===== src/rtl/dlx_mul_pkg.sv =====
// Shared types and sizing for the DLX iterative multiply unit.
package dlx_mul_pkg;

  typedef enum logic [1:0] {IDLE, RUN, DONE} state_t;

  localparam int unsigned WIDTH_DEF = 32;
  localparam int unsigned DIGIT_DEF = 8;

  function automatic int unsigned iter_of(input int unsigned width, input int unsigned digit);
    return width / digit;
  endfunction

  // A single-iteration configuration still needs a one-bit counter.
  function automatic int unsigned cnt_width(input int unsigned iter);
    return (iter > 1) ? $clog2(iter) : 1;
  endfunction

  localparam int unsigned ITER_DEF  = iter_of(WIDTH_DEF, DIGIT_DEF);
  localparam int unsigned CNT_W_DEF = cnt_width(ITER_DEF);

endpackage


===== src/rtl/dlx_mul_unit_if.sv =====
// Request/response bundle between ID-stage control and the multiply unit.
interface dlx_mul_unit_if
  import dlx_mul_pkg::*;
#(
  parameter int unsigned WIDTH = WIDTH_DEF
);
  logic             start;
  logic             mul_unsigned;
  logic [WIDTH-1:0] op_a;
  logic [WIDTH-1:0] op_b;
  logic [4:0]       rd_in;
  logic             flush;
  logic             busy;
  logic             done;
  logic             fp_wr_en;
  logic [4:0]       rd_out;
  logic [WIDTH-1:0] result_lo;
  logic [WIDTH-1:0] result_hi;

  modport master (
    output start, mul_unsigned, op_a, op_b, rd_in, flush,
    input  busy, done, fp_wr_en, rd_out, result_lo, result_hi
  );

  modport slave (
    input  start, mul_unsigned, op_a, op_b, rd_in, flush,
    output busy, done, fp_wr_en, rd_out, result_lo, result_hi
  );
endinterface


===== src/rtl/mul_digit_pp.sv =====
// Unsigned WIDTH x DIGIT partial product for one multiplier slice.
module mul_digit_pp
  import dlx_mul_pkg::*;
#(
  parameter int unsigned WIDTH = WIDTH_DEF,
  parameter int unsigned DIGIT = DIGIT_DEF
) (
  input  logic [WIDTH-1:0]       mcand,
  input  logic [DIGIT-1:0]       digit,
  output logic [WIDTH+DIGIT-1:0] pp
);
  assign pp = (WIDTH+DIGIT)'(mcand) * (WIDTH+DIGIT)'(digit);
endmodule


===== src/rtl/dlx_mul_unit.sv =====
// Multi-cycle MULT/MULTU unit: sign-magnitude operands, DIGIT bits per cycle,
// sign fixup on the final accumulate edge, one-cycle done/write pulse.
module dlx_mul_unit
  import dlx_mul_pkg::*;
#(
  parameter int unsigned WIDTH = WIDTH_DEF,
  parameter int unsigned DIGIT = DIGIT_DEF
) (
  input  logic           clk,
  input  logic           reset,
  dlx_mul_unit_if.slave  bus
);
  localparam int unsigned ITER  = iter_of(WIDTH, DIGIT);
  localparam int unsigned CNT_W = cnt_width(ITER);
  localparam int unsigned PW    = 2 * WIDTH;

  state_t                 state;
  logic [CNT_W-1:0]       cnt;
  logic [WIDTH-1:0]       mcand;
  logic [WIDTH-1:0]       mplier;
  logic [PW-1:0]          acc;
  logic                   neg;
  logic [4:0]             rd_q;
  logic [WIDTH-1:0]       res_lo;
  logic [WIDTH-1:0]       res_hi;
  logic                   busy_q;
  logic                   done_q;

  logic [WIDTH+DIGIT-1:0] pp;
  logic [PW-1:0]          acc_next;
  logic [PW-1:0]          prod_final;
  logic [WIDTH-1:0]       mag_a;
  logic [WIDTH-1:0]       mag_b;
  logic                   neg_in;
  logic                   last;
  logic                   accept;

  mul_digit_pp #(.WIDTH(WIDTH), .DIGIT(DIGIT)) u_pp (
    .mcand (mcand),
    .digit (mplier[DIGIT-1:0]),
    .pp    (pp)
  );

  always_comb begin
    mag_a      = (!bus.mul_unsigned && bus.op_a[WIDTH-1]) ? -bus.op_a : bus.op_a;
    mag_b      = (!bus.mul_unsigned && bus.op_b[WIDTH-1]) ? -bus.op_b : bus.op_b;
    neg_in     = !bus.mul_unsigned && (bus.op_a[WIDTH-1] ^ bus.op_b[WIDTH-1]);
    acc_next   = acc + (PW'(pp) << (DIGIT * cnt));
    prod_final = neg ? -acc_next : acc_next;
    last       = (cnt == CNT_W'(ITER - 1));
    // flush outranks a back-to-back start in DONE; start during RUN is dropped
    accept     = bus.start && ((state == IDLE) || (state == DONE && !bus.flush));
  end

  always_ff @(posedge clk or posedge reset) begin
    if (reset) begin
      state  <= IDLE;
      cnt    <= '0;
      mcand  <= '0;
      mplier <= '0;
      acc    <= '0;
      neg    <= 1'b0;
      rd_q   <= '0;
      res_lo <= '0;
      res_hi <= '0;
      busy_q <= 1'b0;
      done_q <= 1'b0;
    end else begin
      done_q <= 1'b0;
      case (state)
        RUN: begin
          if (bus.flush) begin
            state  <= IDLE;
            busy_q <= 1'b0;
          end else begin
            acc    <= acc_next;
            mplier <= mplier >> DIGIT;
            cnt    <= cnt + 1'b1;
            if (last) begin
              {res_hi, res_lo} <= prod_final;
              state  <= DONE;
              busy_q <= 1'b0;
              done_q <= 1'b1;
            end
          end
        end
        DONE:    state <= IDLE;
        default: state <= IDLE;
      endcase

      if (accept) begin
        mcand  <= mag_a;
        mplier <= mag_b;
        neg    <= neg_in;
        rd_q   <= bus.rd_in;
        acc    <= '0;
        cnt    <= '0;
        state  <= RUN;
        busy_q <= 1'b1;
      end
    end
  end

  assign bus.busy      = busy_q;
  assign bus.done      = done_q;
  assign bus.fp_wr_en  = done_q;
  assign bus.rd_out    = rd_q;
  assign bus.result_lo = res_lo;
  assign bus.result_hi = res_hi;

endmodule


===== src/flat_wrapper.sv =====
// flat-port wrapper written by rule: the top's interface ports become plain ports
module dlx_mul_unit_flat import dlx_mul_pkg::*;
#(
  parameter int unsigned WIDTH = WIDTH_DEF,
  parameter int unsigned DIGIT = DIGIT_DEF
)
  (clk, reset, bus_start, bus_mul_unsigned, bus_op_a, bus_op_b, bus_rd_in, bus_flush, bus_busy, bus_done, bus_fp_wr_en, bus_rd_out, bus_result_lo, bus_result_hi);
  dlx_mul_unit_if #(.WIDTH(WIDTH)) bus_i ();
  input  logic clk;
  input  logic reset;
  input wire logic [$bits(bus_i.start)-1:0] bus_start;
  input wire logic [$bits(bus_i.mul_unsigned)-1:0] bus_mul_unsigned;
  input wire logic [$bits(bus_i.op_a)-1:0] bus_op_a;
  input wire logic [$bits(bus_i.op_b)-1:0] bus_op_b;
  input wire logic [$bits(bus_i.rd_in)-1:0] bus_rd_in;
  input wire logic [$bits(bus_i.flush)-1:0] bus_flush;
  output wire logic [$bits(bus_i.busy)-1:0] bus_busy;
  output wire logic [$bits(bus_i.done)-1:0] bus_done;
  output wire logic [$bits(bus_i.fp_wr_en)-1:0] bus_fp_wr_en;
  output wire logic [$bits(bus_i.rd_out)-1:0] bus_rd_out;
  output wire logic [$bits(bus_i.result_lo)-1:0] bus_result_lo;
  output wire logic [$bits(bus_i.result_hi)-1:0] bus_result_hi;
  assign bus_i.start = bus_start;
  assign bus_i.mul_unsigned = bus_mul_unsigned;
  assign bus_i.op_a = bus_op_a;
  assign bus_i.op_b = bus_op_b;
  assign bus_i.rd_in = bus_rd_in;
  assign bus_i.flush = bus_flush;
  assign bus_busy = bus_i.busy;
  assign bus_done = bus_i.done;
  assign bus_fp_wr_en = bus_i.fp_wr_en;
  assign bus_rd_out = bus_i.rd_out;
  assign bus_result_lo = bus_i.result_lo;
  assign bus_result_hi = bus_i.result_hi;
  dlx_mul_unit #(.WIDTH(WIDTH), .DIGIT(DIGIT)) u_core (.clk(clk), .reset(reset), .bus(bus_i));
endmodule

===== config.mk =====
export PLATFORM = sky130hd
export DESIGN_NAME = dlx_mul_unit_flat
export DESIGN_NICKNAME = d
export VERILOG_FILES = /design/src/rtl/dlx_mul_pkg.sv /design/src/rtl/dlx_mul_unit_if.sv /design/src/rtl/mul_digit_pp.sv /design/src/rtl/dlx_mul_unit.sv /design/src/flat_wrapper.sv
export SDC_FILE = /design/constraint.sdc
export NUM_CORES = 1
export LEC_CHECK = 0
export CORE_UTILIZATION = 35
export DETAILED_ROUTE_END_ITERATION = 10
export GPL_TIMING_DRIVEN = 0
export MAX_ROUTING_LAYER = met4
export PLACE_DENSITY = 0.6
export SYNTH_ARGS = -nofsm -noshare
export SYNTH_HDL_FRONTEND = slang
export SYNTH_SLANG_ARGS = --single-unit

===== constraint.sdc =====
create_clock -name clk -period 25.7 [get_ports clk]
set_input_delay 5.14 -clock clk [delete_from_list [all_inputs] [get_ports clk]]
set_output_delay 5.14 -clock clk [all_outputs]
set_load 0.03 [all_outputs]

# Yosys cells after proc, flatten, opt, wreduce, memory -nomap -nowiden
# Index checks and enable logic that the tools add are counted.
dict set report classes {
  n_reduce_logical 14
  mul 1
  eq_ne 5
  n_shift 1
  bitwise_logic 2
  n_mux 23
  addsub 5
}
# op n
set op_table {}
lappend op_table {{64-bit 2-to-1 mux} 4}
lappend op_table {{32-bit 2-to-1 mux} 5}
lappend op_table {{64-bit adder} 1}
lappend op_table {{32-bit negation} 2}
lappend op_table {{64-bit negation} 1}
lappend op_table {{40-bit by 5-bit << shifter with 64-bit output} 1}
lappend op_table {{32-bit by 8-bit multiplier with 40-bit output} 1}
lappend op_table {{2-bit 2-to-1 mux} 7}
lappend op_table {{1-bit 2-to-1 mux} 7}
lappend op_table {{1-bit logical AND} 5}
lappend op_table {{2-bit == test (second input constant)} 2}
lappend op_table {{4-bit by 2-bit != test with 1-bit output (second input constant)} 1}
lappend op_table {{2-bit AND reduction} 2}
lappend op_table {{3-bit AND reduction} 1}
lappend op_table {{3-bit nonzero test} 1}
lappend op_table {{2-bit by 1-bit adder with 2-bit output (second input constant)} 1}
lappend op_table {{2-bit by 1-bit == test with 1-bit output (second input constant)} 1}
lappend op_table {{1-bit logical NOT} 2}
lappend op_table {{2-bit logical NOT} 1}
lappend op_table {{2-bit by 1-bit != test with 1-bit output (second input constant)} 1}
lappend op_table {{2-bit nonzero test} 1}
lappend op_table {{1-bit logical OR} 1}
lappend op_table {{1-bit NOT} 1}
lappend op_table {{1-bit bitwise XOR} 1}
dict set report word_totals {
  ff_bits 204
  input_bits 74
  output_inout_bits 72
}

# Longest topological paths before layout
# Gate-level depths: netlist of the first run.
dict set report depth {
  ltp_word 6
  ltp_mapped 38
}

# Hierarchy
# From an unflattened synthesis of the first run, not the netlist that was laid out.
dict set report hier_totals {
  hier_cells 2916
  area_unflattened_um2 23840.4
}
# module n_inst area_each_um2 seq_area_each_um2 cells_per_inst
set modules_own_cells {}
lappend modules_own_cells {dlx_mul_unit 1 15775.1 5104.9 1975}
lappend modules_own_cells {mul_digit_pp 1 8065.2 0.0 941}

# Worst setup path before layout of the first run
# OpenSTA, ideal clock, no wires.
dict set report synth_path {
  path_kind {register to register}
  from {reg u_core.mplier[7]}
  to {reg u_core.res_hi[9] (netlist: u_core.bus.result_hi[9])}
  path_buffers 2
  synth_period_minus_slack_ps 9122
  t_arrival_ps 8991
  required_time_ps 25569
  slack_ps 16578
  stages_incl_launch_ff 35
  setup_time_ps 131
  path_cell_list {dfrtp_1 > clkbuf_1 > and2_1 > fa_1 > fa_1 > fa_1 > inv_1 > fa_1 > inv_1 > ha_1 > a21o_1 > a21o_1 > a21o_1 > a21o_1 > a211oi_1 > a21oi_1 > nor3_1 > o21ai_0 > a21oi_1 > xnor2_1 > mux4_2 > ha_1 > clkbuf_1 > nand4_1 > nor3_1 > inv_1 > o41ai_1 > nor2_1 > xnor2_1 > or4_4 > or3_4 > or4_4 > o41ai_2 > xor2_1 > o21ai_1}
}
dict set report synth_via {
  elab_chain_len 5
}
# element line
set synth_lines {}
lappend synth_lines {{from (decl)} dlx_mul_unit.sv:20} ;# logic [WIDTH-1:0] mplier;
lappend synth_lines {{from (signal assigned)} dlx_mul_unit.sv:77} ;# mplier <= mplier >> DIGIT;
lappend synth_lines {{from (signal assigned)} dlx_mul_unit.sv:93} ;# mplier <= mag_b;
lappend synth_lines {{32-bit by 8-bit multiplier with 40-bit output (*)} mul_digit_pp.sv:12} ;# assign pp = (WIDTH+DIGIT)'(mcand) * (WIDTH+DIGIT)'(digit);
lappend synth_lines {{40-bit by 5-bit << shifter with 64-bit output (*)} dlx_mul_unit.sv:48} ;# acc_next = acc + (PW'(pp) << (DIGIT * cnt));
lappend synth_lines {{64-bit adder (*)} dlx_mul_unit.sv:48}
lappend synth_lines {{64-bit negation} dlx_mul_unit.sv:49} ;# prod_final = neg ? -acc_next : acc_next;
lappend synth_lines {{64-bit 2-to-1 mux (*)} dlx_mul_unit.sv:49}
lappend synth_lines {{to (signal assigned)} dlx_mul_unit.sv:80} ;# {res_hi, res_lo} <= prod_final;
lappend synth_lines {{to (decl)} dlx_mul_unit.sv:25} ;# logic [WIDTH-1:0] res_hi;
# Mark *: on every way between the ends. The rest lies on a longest branch, timed or not.
# A chain may end at the register's enable or synchronous reset.

# Final worst setup path of the first run
dict set report layout_path {
  from {reg u_core.mplier[7]}
  to {reg u_core.res_hi[18] (netlist: u_core.bus.result_hi[18])}
}
# Same word-level chain as after synthesis.

==> results of run 1 <==
==> flip-flops by register name (all words and copies together) (netlist names) <==
signal / cells
u_core.acc: 64
u_core.bus.result_hi: 32
u_core.bus.result_lo: 32
u_core.mcand: 32
u_core.mplier: 32
u_core.bus.rd_out: 5
u_core.cnt: 2
u_core.state: 2
u_core.bus.busy: 1
u_core.bus.done: 1
u_core.neg: 1
==> critical path, delay by kind of cell (launching register included) <==
kind,cells,cell delay (ps)
buffers and inverters,5,1060
AND/OR/NAND/NOR,6,2820
XOR/XNOR,3,580
multiplexers,1,590
AO/OA/AOI/OAI,13,3760
flip-flops,1,500
adder cells (fa/ha/maj),6,2710
==> metal layers <==
metal	vias up	track usage (%)	part of all wire (%)
met5	-	-	0
met4	0	6.27	2.6
met3	86	2.79	5.7
met2	578	37.0	46
met1	10600	32.7	46
li1	10100	-	-
==> metrics by stage <==
stage | hold slack (ps) | worst slack (ps) | utilization (%)
after global routing | 509 | 12890 | 40.7
after floorplan | 437 | 14990 | -
after CTS | 467 | 13680 | 40.7
after global placement | 461 | 11750 | 39.4
final | 475 | 13550 | 40.7
after detailed placement | 466 | 13720 | 39.5
==> cells by family after synthesis <==
group	share of synthesized area, %
simple gates	21.2
fa+ha+maj	22.2
mux	1.70
compound gates	19.4
xor+xnor	7.55
flops	21.7
buf+inv	6.35
==> area by class of cell <==
cell class	instances	area [um2]
fillers	6911	39200
clock buffers	29	649
flip-flops and latches	204	5100
plain buffers	157	596
multi-input cells	2267	16900
inverters	239	905
repair buffers	146	1480
diodes	1	2.50
clock inverters	15	155
well taps	864	1080
==> worst paths after layout <==
path | startpoint | endpoint | slack (ps) | cells after the start
worst max-delay path | u_core.mplier[7]$_DFFE_PP0P_ | u_core.bus.result_hi[18]$_DFFE_PP0P_ | 13550 | 34
worst min-delay path | u_core.bus.result_lo[9]$_DFFE_PP0P_ | u_core.bus.result_lo[9]$_DFFE_PP0P_ | 470 | 2
worst max register to register | u_core.mplier[7]$_DFFE_PP0P_ | u_core.bus.result_hi[18]$_DFFE_PP0P_ | 13550 | 34
worst min register to register | u_core.bus.result_lo[9]$_DFFE_PP0P_ | u_core.bus.result_lo[9]$_DFFE_PP0P_ | 470 | 2
max in group asynchronous | reset | u_core.mplier[4]$_DFFE_PP0P_ | 19560 | 3
min in group asynchronous | reset | u_core.bus.result_lo[21]$_DFFE_PP0P_ | 5030 | 2
==> placed cells by master (no fill, tap or decap), drive strengths merged, types with 33 or more instances in the layout <==
cell type        n
nand2          379
o21ai          251
inv            240
and2           217
dfrtp          204
fa             181
clkbuf         175
nor2           157
a21oi          151
clkdlybuf4s50  145
ha             127
xor2           106
xnor2           96
a21o            51
a22o            45
nand4           43
nor3            39
nand3           37
a31oi           37
o31ai           33
==> results by group, run 1 <==
Clocking
  • Hold buffer count at cts: 0
  • Clock slew at reported path FFs: around 60 ps
  • Clock sinks: between 200 and 250
  • Post-CTS resize count: 0
  • Longest Clk Path Bufs: 3
  • TritonCTS buffer count: 24
  • Post-CTS Setup Inserts: 0
  • H-tree depth: 1
  • Clock Latency Late Sink: 590 ps
  • CTS tree: done
  • CTS Root Buffer Type: clkbuf_16

Logic synthesis
  • Post-synthesis sequential area ratio: approximately 22%
  • Register bit total from synthesis: 204
  • Top cells by count, synth: nand2_1, inv_1, and2_1
  • Syn Area/Cell: 8.20 um2
  • Yosys cell types: 87
  • Ys async rst share: 100%
  • Most common cell in the netlist: nand2_1
  • Synth Warn #: 0
  • Post-synth top area cell: dfrtp_1
  • Share of the synthesized area in the top cell type: 21.7%
  • Cells after Synth: about 2900
  • Post-synth EDFFs: 0
  • Mapped Area: roughly 24000 um2
  • Synth top area cells: dfrtp_1, fa_1, ha_1, nand2_1, and2_1
  • Main flop type after synthesis: dfrtp_1
  • Syn Nets: roughly 3200

Timing
  • Max Slew Vio Count: 0
  • Final hold vios: 0
  • Least-Margin Pin Slew: about 1200 ps
  • Max_slew headroom: about 20%
  • Final setup vio count: 0
  • Tcrit/Tclk final: 47.3%
  • Setup_tns: 0 ps
  • RSZ-0062 raised after global routing: false
  • Final min period: between 10000 and 15000 ps
  • Max Freq: 0.0823 GHz
  • Layout Skew: 33.2 ps

Placed design
  • Post-DP HPWL: around 62 mm
  • Area after DPL: 26100 um2
  • IO buf count: ~150
  • Placed Cells: just under 4000
  • Placer Congestion: 0.992

Run status
  • Status: finished clean

Die
  • DIE AREA: between 60000 and 70000 um2
  • Die width: 261 um
  • Core Box Area: 66100 um2
  • IO Count: 146
  • Starting Density: a little over a third
  • Die Span Y: 261 um
  • # rows: 94

Global routing
  • First-pass GRT wire length: 123 mm
  • Vias in the first global route: 20900
  • Initial antenna violation count: 2
  • Total GRT Usage: 23.8%
  • Gr ovfl total: 0
  • Largest net degree at the start of global routing: ~110

Worst setup path
  • Critical Path AT: between 10000 and 15000 ps
  • Setup CP Type: flop to flop
  • Data required, critical path: 26150 ps
  • Crit end category: flop
  • Crit path max fanout: 10
  • Crit-path slowest cell: o41ai_1
  • CP Launch Type: flop
  • Max incr delay on CP: 960 ps

Drt
  • Routed WL: approximately 80 mm
  • Drc violations: 0
  • DR vias/cell: 5.45
  • Via count: 21400
  • Initial DRC Count: 1654
  • WL per Instance: 20.0 um
  • TritonRoute pass-1 iters: 8
  • Antenna-violating nets left: 0

Job
  • Max-Cap Viols: 0

Finish
  • Non-filler cells, final: between 3000 and 4000
  • Area delta synth->final: 14.3%
  • NumNets Final: 3421
  • Layout cells sized above 1: approximately 3.1%
  • Final Instance Area: 26900 um2

Min path
  • Hold crit path type: flop to flop
Power of run 1 is left out: the tool's default activity adds up to more than one toggle a clock period on the data nets, which glitch-free logic cannot reach.
==> inputs of run 2 (changes only) <==
--- a/config.mk
+++ b/config.mk
@@ -9,7 +9,7 @@
 export DETAILED_ROUTE_END_ITERATION = 10
 export GPL_TIMING_DRIVEN = 0
 export MAX_ROUTING_LAYER = met4
-export PLACE_DENSITY = 0.6
+export PLACE_DENSITY = 0.62
 export SYNTH_ARGS = -nofsm -noshare
 export SYNTH_HDL_FRONTEND = slang
 export SYNTH_SLANG_ARGS = --single-unit
==> constraint.sdc (replaced) <==
create_clock -name clk -period 10.9 [get_ports clk]
set_input_delay 2.18 -clock clk [delete_from_list [all_inputs] [get_ports clk]]
set_output_delay 2.18 -clock clk [all_outputs]
set_load 0.03 [all_outputs]
==> results by group, run 2 (synthesis results as in run 1) <==
Run status
  • Status: finished with violations (was finished clean)
  • Violated checks: DRC

Global routing
  • Vias in the first global route: 20800 (was 20900)
  • Initial antenna violation count: 2 (unchanged)
  • Total GRT Usage: 23.7% (was 23.8%)
  • Largest net degree at the start of global routing: 76 (was 114)
  • First-pass GRT wire length: 123 mm (about the same)
  • Gr ovfl total: 0 (unchanged)

Drt
  • Via count: 21400 (about the same)
  • WL per Instance: 19.9 um (was 20.0 um)
  • Initial DRC Count: 1424 (was 1654)
  • Routed WL: 78.3 mm (was 78.4 mm)
  • DR vias/cell: 5.45 (about the same)
  • TritonRoute pass-1 iters: 8 (unchanged)
  • Drc violations: 10 (was 0)
  • Antenna-violating nets left: 0 (unchanged)

Clocking
  • Longest Clk Path Bufs: 3 (unchanged)
  • Clock slew at reported path FFs: 60 ps (about the same)
  • CTS tree: done (unchanged)
  • CTS Root Buffer Type: clkbuf_16 (unchanged)
  • H-tree depth: 1 (unchanged)
  • Clock sinks: 204 (unchanged)
  • Clock Latency Late Sink: 590 ps (about the same)
  • Hold buffer count at cts: 0 (unchanged)
  • TritonCTS buffer count: 27 (was 24)

Timing
  • Final hold vios: 0 (unchanged)
  • Max Slew Vio Count: 0 (unchanged)
  • Final setup vio count: 0 (unchanged)
  • RSZ-0062 raised after global routing: false (unchanged)
  • Setup_tns: 0 ps (unchanged)
  • Least-Margin Pin Slew: 1190 ps (about the same)
  • Final min period: 10350 ps (was 12150 ps)
  • Tcrit/Tclk final: 95.0% (was 47.3%)
  • Max_slew headroom: 20.4% (was 20.0%)
  • Max Freq: 0.0966 GHz (was 0.0823 GHz)
  • Layout Skew: 16.8 ps (was 33.2 ps)

Die
  • # rows: 94 (unchanged)
  • Die Span Y: 261 um (unchanged)
  • DIE AREA: 68200 um2 (unchanged)
  • Die width: 261 um (unchanged)
  • Starting Density: 35.6% (unchanged)
  • IO Count: 146 (unchanged)
  • Core Box Area: 66100 um2 (unchanged)

Worst setup path
  • Crit end category: flop (unchanged)
  • Critical Path AT: 10800 ps (was 12600 ps)
  • Setup CP Type: flop to flop (unchanged)
  • Data required, critical path: 11350 ps (was 26150 ps)
  • CP Launch Type: flop (unchanged)
  • Crit path max fanout: 10 (unchanged)
  • Crit-path slowest cell: or4_4 (was o41ai_1)
  • Setup slack, reg-to-reg: 550 ps (was 13550 ps)
  • Max incr delay on CP: 570 ps (was 960 ps)

Min path
  • Hold crit path type: flop to flop (unchanged)

Finish
  • Most frequent cells in the layout: nand2_1, inv_1, and2_1, o21ai_0, dfrtp_1 (unchanged)
  • Largest Register: u_core.acc (unchanged)
  • Layout cells sized above 1: 4.80% (was 3.14%)
  • NumNets Final: 3427 (was 3421)
  • Max reg flops: 64 (unchanged)
  • Fillers: 6763 (was 6911)
  • Area delta synth->final: 15.9% (was 14.3%)
  • Most common cell after layout, fill and taps aside: nand2_1 (unchanged)

Placed design
  • Placer Congestion: 0.990 (was 0.992)
  • IO buf count: 145 (unchanged)
  • Post-DP HPWL: 62.6 mm (was 62.5 mm)

Job
  • Max-Cap Viols: 0 (unchanged)
==> run 2: final cells by class <==
class | instances | area [um2] | share of cell area (%)
inverter | 239 | 905 | 3.32
clock inverter | 17 | 188 | 0.688
antenna | 3 | 7.51 | 0.0275
buffer | 154 | 608 | 2.23
multi-input combinational | 2267 | 17100 | 62.7
clock buffer | 32 | 734 | 2.69
tap | 864 | 1080 | 3.96
sequential | 204 | 5110 | 18.7
timing repair buffer | 152 | 1540 | 5.66
==> run 2: routing by layer <==
| layer | routed length (um) | track usage [%] | share of wire, % | vias up |
|---|---|---|---|---|
| li1 | - | - | - | 10200 |
| met1 | 36000 | 32.8 | 46 | 10600 |
| met2 | 36200 | 37.0 | 46 | 588 |
| met3 | 4590 | 2.85 | 5.9 | 82 |
| met4 | 1570 | 5.33 | 2.0 | 0 |
| met5 | 0 | - | 0 | - |
==> run 2: what timing repair did <==
item	4_1_cts	5_1_grt
pin swaps	2	5
hold endpoints to repair	0	0
setup endpoints to repair	34	33
resized for setup	14	52
setup buffers	2	3
==> run 2: metrics by stage <==
step	util [%]	worst slack, ps	hold WS, ps	cell area [um2]	instances
floorplan	-	1780	437	23500	2867
finish	41.3	550	468	27300	3932
global placement	39.4	-1170	461	26100	3876
detailed placement	39.5	-1200	461	26100	3878
CTS	41.0	23.5	469	27100	3929
global route	41.2	3.01	500	27300	3929
==> run 2: worst max-delay path: cells and delay by family (launching register included) <==
kind,cells,cell delay (ps)
compound gates,13,3000
xor+xnor,3,750
fa+ha+maj,6,2990
buf+inv,4,500
flops,1,480
simple gates,8,2460
==> run 2: path summary, 6_finish.rpt <==
kind	end	startpoint	cells after the start
setup / recovery	u_core.bus.result_hi[9]$_DFFE_PP0P_	u_core.mplier[7]$_DFFE_PP0P_	34
hold / removal	u_core.bus.busy$_DFFE_PP0P_	u_core.state[0]$_DFFE_PP0P_	1
setup reg to reg	u_core.bus.result_hi[9]$_DFFE_PP0P_	u_core.mplier[7]$_DFFE_PP0P_	34
hold reg to reg	u_core.bus.busy$_DFFE_PP0P_	u_core.state[0]$_DFFE_PP0P_	1
max in group asynchronous	u_core.mplier[6]$_DFFE_PP0P_	reset	3
min in group asynchronous	u_core.bus.result_lo[16]$_DFFE_PP0P_	reset	2
Power of run 2 is left out for the same reason.
